[src/rtl/sram_pkg.sv]
// Shared types and helpers for the parametrised 1R1W SRAM: sweep FSM states,
// byte-lane merge and elaboration-time parameter sanity check.
package sram_pkg;

    typedef enum logic {
        INIT = 1'b0,
        RUN  = 1'b1
    } sram_state_e;

    // Widest word the merge helper handles; callers zero-extend into it.
    localparam int MAX_DATA_WIDTH  = 1024;
    localparam int MAX_WMASK_WIDTH = MAX_DATA_WIDTH / 8;

    function automatic logic [MAX_DATA_WIDTH-1:0] merge_bytes(
        input logic [MAX_DATA_WIDTH-1:0]  old_word,
        input logic [MAX_DATA_WIDTH-1:0]  new_word,
        input logic [MAX_WMASK_WIDTH-1:0] mask
    );
        logic [MAX_DATA_WIDTH-1:0] merged;
        merged = old_word;
        for (int i = 0; i < MAX_WMASK_WIDTH; i++) begin
            if (mask[i]) begin
                merged[8*i +: 8] = new_word[8*i +: 8];
            end
        end
        return merged;
    endfunction

    function automatic bit params_ok(
        input int data_width,
        input int wmask_width,
        input int read_latency
    );
        return (data_width > 0) && (data_width % 8 == 0) &&
               (data_width <= MAX_DATA_WIDTH) &&
               (wmask_width == data_width / 8) &&
               ((read_latency == 1) || (read_latency == 2));
    endfunction

endpackage

[src/rtl/sram_1r1w_array.sv]
// Storage core: plain register array with byte-masked write and a registered,
// read-first read port whose data register holds between reads.
module sram_1r1w_array
    import sram_pkg::*;
#(
    parameter int DATA_WIDTH  = 32,
    parameter int ADDR_WIDTH  = 6,
    parameter int WMASK_WIDTH = DATA_WIDTH / 8
) (
    input  logic                   clk,
    input  logic                   rst_n,
    input  logic                   we,
    input  logic [ADDR_WIDTH-1:0]  waddr,
    input  logic [DATA_WIDTH-1:0]  wdata,
    input  logic [WMASK_WIDTH-1:0] wmask,
    input  logic                   re,
    input  logic [ADDR_WIDTH-1:0]  raddr,
    output logic [DATA_WIDTH-1:0]  rdata
);

    localparam int RAM_DEPTH = 1 << ADDR_WIDTH;

    logic [DATA_WIDTH-1:0] mem [RAM_DEPTH];
    logic [DATA_WIDTH-1:0] write_word;

    always_comb begin
        write_word = DATA_WIDTH'(merge_bytes(MAX_DATA_WIDTH'(mem[waddr]),
                                             MAX_DATA_WIDTH'(wdata),
                                             MAX_WMASK_WIDTH'(wmask)));
    end

    // Contents are deliberately not reset; only the read register is.
    always_ff @(posedge clk) begin
        if (we) begin
            mem[waddr] <= write_word;
        end
    end

    always_ff @(posedge clk) begin
        if (!rst_n) begin
            rdata <= '0;
        end else if (re) begin
            rdata <= mem[raddr];
        end
    end

endmodule

[src/rtl/sram_1r1w_param.sv]
// Single-clock parametrised 1R1W SRAM: post-reset clear sweep, byte-masked
// writes, 1- or 2-cycle read latency and optional write-first bypass.
module sram_1r1w_param
    import sram_pkg::*;
#(
    parameter int DATA_WIDTH     = 32,
    parameter int ADDR_WIDTH     = 6,
    parameter int WMASK_WIDTH    = DATA_WIDTH / 8,
    parameter int READ_LATENCY   = 1,
    parameter int BYPASS         = 1,
    parameter int CLEAR_ON_RESET = 1
) (
    input  logic                   clk0,
    input  logic                   rst_n,
    input  logic                   csb0,
    input  logic [ADDR_WIDTH-1:0]  addr0,
    input  logic [DATA_WIDTH-1:0]  din0,
    input  logic [WMASK_WIDTH-1:0] wmask0,
    input  logic                   csb1,
    input  logic [ADDR_WIDTH-1:0]  addr1,
    output logic [DATA_WIDTH-1:0]  dout1,
    output logic                   dout1_valid,
    output logic                   init_busy,
    output logic                   collision
);

    if (!params_ok(DATA_WIDTH, WMASK_WIDTH, READ_LATENCY)) begin : g_param_error
        $error("sram_1r1w_param: bad DATA_WIDTH/WMASK_WIDTH/READ_LATENCY");
    end

    sram_state_e           state;
    logic [ADDR_WIDTH-1:0] clear_addr;

    always_ff @(posedge clk0) begin
        if (!rst_n) begin
            state      <= (CLEAR_ON_RESET != 0) ? INIT : RUN;
            clear_addr <= '0;
            init_busy  <= (CLEAR_ON_RESET != 0);
        end else if (state == INIT) begin
            clear_addr <= clear_addr + 1'b1;
            if (clear_addr == '1) begin
                state     <= RUN;
                init_busy <= 1'b0;
            end
        end
    end

    logic in_init;
    logic wr_fire;
    logic rd_fire;
    logic same_addr;

    assign in_init   = (state == INIT);
    assign wr_fire   = (state == RUN) && !csb0;
    assign rd_fire   = (state == RUN) && !csb1;
    assign same_addr = wr_fire && rd_fire && (addr0 == addr1);

    logic                   arr_we;
    logic [ADDR_WIDTH-1:0]  arr_waddr;
    logic [DATA_WIDTH-1:0]  arr_wdata;
    logic [WMASK_WIDTH-1:0] arr_wmask;
    logic [DATA_WIDTH-1:0]  arr_rdata;

    // The sweep borrows the write port with a full mask and zero data.
    always_comb begin
        arr_we    = rst_n && (in_init || wr_fire);
        arr_waddr = in_init ? clear_addr : addr0;
        arr_wdata = in_init ? '0 : din0;
        arr_wmask = in_init ? '1 : wmask0;
    end

    sram_1r1w_array #(
        .DATA_WIDTH (DATA_WIDTH),
        .ADDR_WIDTH (ADDR_WIDTH),
        .WMASK_WIDTH(WMASK_WIDTH)
    ) u_array (
        .clk  (clk0),
        .rst_n(rst_n),
        .we   (arr_we),
        .waddr(arr_waddr),
        .wdata(arr_wdata),
        .wmask(arr_wmask),
        .re   (rd_fire),
        .raddr(addr1),
        .rdata(arr_rdata)
    );

    // First read stage. hit1/byp_* hold with the array read register so the
    // merged word stays stable while no new result is presented.
    logic                   v1;
    logic                   coll1;
    logic                   hit1;
    logic [DATA_WIDTH-1:0]  byp_data;
    logic [WMASK_WIDTH-1:0] byp_mask;
    logic [DATA_WIDTH-1:0]  s1_data;

    always_ff @(posedge clk0) begin
        if (!rst_n) begin
            v1       <= 1'b0;
            coll1    <= 1'b0;
            hit1     <= 1'b0;
            byp_data <= '0;
            byp_mask <= '0;
        end else begin
            v1    <= rd_fire;
            coll1 <= same_addr;
            if (rd_fire) begin
                hit1     <= same_addr;
                byp_data <= din0;
                byp_mask <= wmask0;
            end
        end
    end

    // The array reads old contents on a same-edge hit; bypass patches in the
    // enabled lanes of the concurrent write.
    always_comb begin
        s1_data = arr_rdata;
        if ((BYPASS != 0) && hit1) begin
            s1_data = DATA_WIDTH'(merge_bytes(MAX_DATA_WIDTH'(arr_rdata),
                                              MAX_DATA_WIDTH'(byp_data),
                                              MAX_WMASK_WIDTH'(byp_mask)));
        end
    end

    if (READ_LATENCY == 2) begin : g_out_stage
        logic [DATA_WIDTH-1:0] dout_q;
        logic                  v2;
        logic                  coll2;

        always_ff @(posedge clk0) begin
            if (!rst_n) begin
                dout_q <= '0;
                v2     <= 1'b0;
                coll2  <= 1'b0;
            end else begin
                v2    <= v1;
                coll2 <= coll1;
                if (v1) begin
                    dout_q <= s1_data;
                end
            end
        end

        assign dout1       = dout_q;
        assign dout1_valid = v2;
        assign collision   = coll2;
    end else begin : g_direct
        assign dout1       = s1_data;
        assign dout1_valid = v1;
        assign collision   = coll1;
    end

endmodule

[config.mk]
export PLATFORM = sky130hd
export DESIGN_NAME = sram_1r1w_param
export DESIGN_NICKNAME = d
export VERILOG_FILES = /design/src/rtl/sram_pkg.sv /design/src/rtl/sram_1r1w_array.sv /design/src/rtl/sram_1r1w_param.sv
export SDC_FILE = /design/constraint.sdc
export NUM_CORES = 2
export LEC_CHECK = 0
export ABC_AREA = 1
export CORE_UTILIZATION = 28
export CTS_BUF_LIST = sky130_fd_sc_hd__clkbuf_8 sky130_fd_sc_hd__clkbuf_16
export CTS_CLUSTER_SIZE = 14
export DETAILED_ROUTE_END_ITERATION = 10
export GPL_ROUTABILITY_DRIVEN = 0
export PLACE_DENSITY = 0.52
export SYNTH_ARGS = -nofsm -noshare
export SYNTH_HDL_FRONTEND = slang
export SYNTH_SLANG_ARGS = --single-unit
export TNS_END_PERCENT = 1
[constraint.sdc]
create_clock -name clk0 -period 4.2 [get_ports clk0]
set_input_delay 0.84 -clock clk0 [delete_from_list [all_inputs] [get_ports clk0]]
set_output_delay 0.84 -clock clk0 [all_outputs]
set_load 0.02 [all_outputs]
-- Word level (Yosys, flattened, before mapping)
Memory sizes are Yosys's and may differ from the RTL's. A register that Yosys moved wholly into a read port is not among the register bits.
Index checks and enable logic that the tools add are counted.
- $add $sub $neg: 1
- equal/unequal tests: 6
- mux-type cells: 16
- bitwise gates (word level): 1
- reductions and logical operators: 14
- operators by type and width (kind ; count):
    $mux 32 ; 2
    $mux 8 ; 8
    $reduce_and 2->1 ; 5
    $add 6x1->6 const B ; 1
    $eq 6x6->1 ; 1
    $eq 6x6->1 const B ; 1
    $mux 6 ; 1
    $logic_and 1x1->1 ; 5
    $mux 1 ; 4
    $mux 4 ; 1
    $ne 1x1->1 const B ; 4
    $logic_not 1->1 ; 3
    $logic_or 1x1->1 ; 1
    $not 1->1 ; 1
- flip-flop bits (word level): 47
- memory bits (writable): 2048
- output and inout bits: 35
- memories kept: 1
- memory list (memory ; words ; width ; read ports ; clocked after memory_dff ; write ports ; RTL line ; RTL):
    u_array.mem ; 64 ; 32 ; 1 ; 1 ; 1 ; sram_1r1w_array.sv:23 ; logic [DATA_WIDTH-1:0] mem [RAM_DEPTH];

-- Logic depth before layout (Yosys ltp)
- depth after elaboration: 7
- depth in mapped cells: 15

-- By module
From an unflattened synthesis, not the netlist that was laid out.
- cells, all modules: 7539
- area total of the unflattened synthesis: 86809.5 µm²
- modules (own cells, without submodules) (module ; instances ; cells each ; area an instance (µm²) ; seq. area each (µm²)):
    sram_1r1w_array ; 1 ; 7168 ; 84238.3 ; 62139.6
    sram_1r1w_param ; 1 ; 371 ; 2571.2 ; 940.9

-- Worst setup path before layout
OpenSTA, ideal clock, no wires.
- path kind: input to register
- from: input port rst_n
- to: memory u_array.mem[10][0], enable pin
- setup time: 0.370 ns
- data arrival time: 2.270 ns
- slack: 1.560 ns
- cell stages on the path: 6
- cell sequence: clkbuf_1 > inv_2 > a21oi_1 > o21ai_2 > buf_2 > nor2_1
- longest elaborated chain between the ends: 4
- RTL lines (what ; RTL line ; RTL):
    start: declaration ; sram_1r1w_param.sv:14 ; input logic rst_n,
    $logic_and 1x1->1 ; sram_1r1w_param.sv:66 ; arr_we = rst_n && (in_init || wr_fire);
    $mux 1 ; sram_1r1w_array.sv:34 ; if (we) begin
    $mux 1 (not written as such) ; sram_1r1w_array.sv:35 ; mem[waddr] <= write_word;
    $reduce_and 2->1 (no line) ; -- ;
    end: declaration ; sram_1r1w_array.sv:23 ;
Every way passes these cells.

-- Final worst setup path
- from: register hit1
- to: output port dout1[13]
- longest elaborated chain between the ends: 1
- RTL lines (what ; RTL line ; RTL):
    start: declaration ; sram_1r1w_param.sv:92 ; logic hit1;
    start signal: assignment ; sram_1r1w_param.sv:108 ; hit1 <= same_addr;
    $mux 32 ; sram_1r1w_param.sv:119 ; if ((BYPASS != 0) && hit1) begin
    end: declaration ; sram_1r1w_param.sv:21 ; output logic [DATA_WIDTH-1:0] dout1,
Every way passes these cells.

==> results.md <==
* Synth top area share at 0.710
* Ys flop type: edfxtp_1
* CTS tree: built
* CTS root buf: clkbuf_16
* # fillers at 30,900
* Pwr dens at 434 nW/um2
* Die ar. at 312,000 um2
* Avg Cell Area, Syn at 11.5 um2
* Final Net Count at 7,893
* Clock sinks at 2,127
* Final design utilization at 0.332
* Final Hold Viols at 0
* Max cap viols at 0
* Pre-antenna DRT Iters at 8
* Cell Area, Synth at 86,700 um2
* Final instance area at 102,000 um2
* Setup Viol. Count Final at 0
* RSZ-0062 raised after global routing: no
* Crit path kind: flip-flop to output port
* Slew margin rel. at 0.270
* Final min period at 4.01 ns
* Ports at 87
* Starting Density at 0.282
* Post-synth EDFFs at 2,048
* Synth area leaders: edfxtp_1 (71%), nand3_1 (11%), nand2_1 (10%), dfxtp_1 (1.8%), buf_2 (1.7%)
* Most common cell in the netlist: nand2_1
* Worst-path clk slew at 0.07 ns
* Lkg Pwr at 37.6 nW
* First-pass GRT wire length at 398,000 um
* Tcrit/Tclk final at 0.955
* Synth area leader: edfxtp_1
* Num CTS Buffers at 220
* Post-route antenna net violation count at 0
* CP Capture Type: output port
* # rows at 203
* Fraction of layout cells with a size suffix above 1 at 0.109
* DIE WIDTH at 558 um
* Sequential fraction of the synthesis area at 0.728
* CTS H-tree depth at 4
* Drt via density at 4.85
* Worst path cell trace: nand2_1 > buf_4 > a21oi_1 > clkdlybuf4s50_1
* Worst IR Drop VDD at 0.000456 V
* Gate Count Post-Synth at 7,546
* CTS max path bufs at 3
* Yosys reg bits at 2,127
* FMAX at 0.249 GHz
* Post-detail-place hpwl at 174,000 um
* Synth top cells by count: nand2_1 (2,391), edfxtp_1 (2,048), nand3_1 (1,988), nor2_1 (307), buf_2 (291)
* DRC Markers at 0
* Vias in the first global route at 57,800
* Via count at 58,800
* CP Launch Type: flip-flop
* CP Data Required Time at 3.36 ns
* Per-cell routed wire length at 22.7 um
* Slew Viols, Final at 0
* Post-synthesis cell type count at 32
* Pin count of the biggest net entering global routing at 198
* Crit path DAT at 3.17 ns
* CP max FO at 12
* Initial antenna violation count at 9
* Die Span Y at 558 um
* Post-CTS Hold Fix Bufs at 0
* Routed WL at 276,000 um
* Area growth syn-to-layout at 17.4%
* GR Util All Layers at 0.174
* DP Area at 94,700 um2
* Status: finished, final reports clean
* Port bufs at 86
* Crit path max-delay cell type: clkdlybuf4s50_1
* Clock skew at 0.0412 ns
* Insertion delay of the later-clocked pin in the worst-skew pair at 0.89 ns
* Core Box Area at 307,000 um2
* Initial drt markers at 6,595
* Syn Nets at 7,599
* Hold WC Path Type: flip-flop to flip-flop
* Worst Tran Pin Value at 1.08 ns
* Post-cts sizing count at 1
* Max incr delay on CP at 0.65 ns
* Setup bufs post-CTS at 0
* Post-synth ARST share at 0
* Total grt overflow at 0
* Ys Warns at 0
[layout by cell type (no fill, tap or decap), drive strengths merged]
cell type	n
xnor2	4
or2	4
clkbuf	229
nor3	2
and3	1
dfxtp	79
nand3	1988
buf	494
inv	159
o21ai	14
ha	1
o22ai	1
nand2	2391
a21oi	71
nor2	321
edfxtp	2048
nand4	1
bufinv	17
clkdlybuf4s50	79
nor4	1
diode	8
clkinv	104
a31o	1
clkinvlp	8
[metrics by stage]
step	instances	power, mW	hold WS (ns)	setup TNS (ns)	worst slack (ns)
6_report	12100	44.2	0.473	0	0.190
3_3_place_gp	11700	25.6	0.458	-21.14	-0.234
3_5_place_dp	11700	25.6	0.462	-3.27	-0.214
4_1_cts	12100	44.5	0.471	0	0.171
5_1_grt	12100	45.4	0.482	0	0.133
2_1_floorplan	7546	24.8	0.448	0	1.56
[kinds of logic after synthesis]
| family | Yosys count | synth area share |
|---|---|---|
| AOI/OAI and AO/OA | 87 | 0.00539 |
| xor gates and xnor gates | 4 | 0.000404 |
| adders and majority gates | 1 | 0.000144 |
| buffers and inverters | 618 | 0.0328 |
| DFF | 2127 | 0.728 |
| and+or+nand+nor | 4709 | 0.233 |
[power by group]
part	internal, mW	switching [mW]
sequential	23.0	0.0158
combinational	0.607	1.59
clock	10.7	8.30
total	34.3	9.90
[flip-flops by register name, indices dropped and copies added, names as in the netlist]
register and cells:
u_array.mem 2048, byp_data 32, u_array.rdata 32, clear_addr 6, byp_mask 4, collision 1, dout1_valid 1, hit1 1
init_busy 1, state 1
[worst max-delay path: cells and delay by family, from the launching register on]
family          cells  cell delay, ns
compound gates      1            0.23
flops               1            0.43
buf+inv             2            1.06
simple gates        1            0.56
[final cells by class]
type | count | area [um2] | share of cell area
Multi-Input combinational cell | 4801 | 20800 | 0.204
Sequential cell | 2127 | 63100 | 0.620
Clock buffer | 229 | 5650 | 0.0556
Antenna cell | 8 | 20.0 | 0.000197
Tap cell | 4100 | 5130 | 0.0504
Clock inverter | 171 | 1320 | 0.0130
Inverter | 117 | 483 | 0.00475
Timing Repair Buffer | 573 | 5260 | 0.0517
[final timing paths]
| path | from | to | slack, ns | cells past startpoint |
|---|---|---|---|---|
| setup / recovery | hit1 | dout1[13] | 0.19 | 4 |
| hold / removal | byp_data[5] | byp_data[5] | 0.47 | 2 |
| setup reg to reg | state | u_array.mem[3][29] | 0.24 | 9 |
| hold reg to reg | byp_data[5] | byp_data[5] | 0.47 | 2 |
[metal layers]
metal / part of all wire / up-vias / GRT usage
met1: 0.41 / 29100 / 0.227
met5: 0.00012 / - / 0
met4: 0.049 / 4 / 0.0829
met2: 0.47 / 2182 / 0.281
li1: - / 27100 / -
met3: 0.068 / 457 / 0.0297
(Power assumes the default switching activity.)
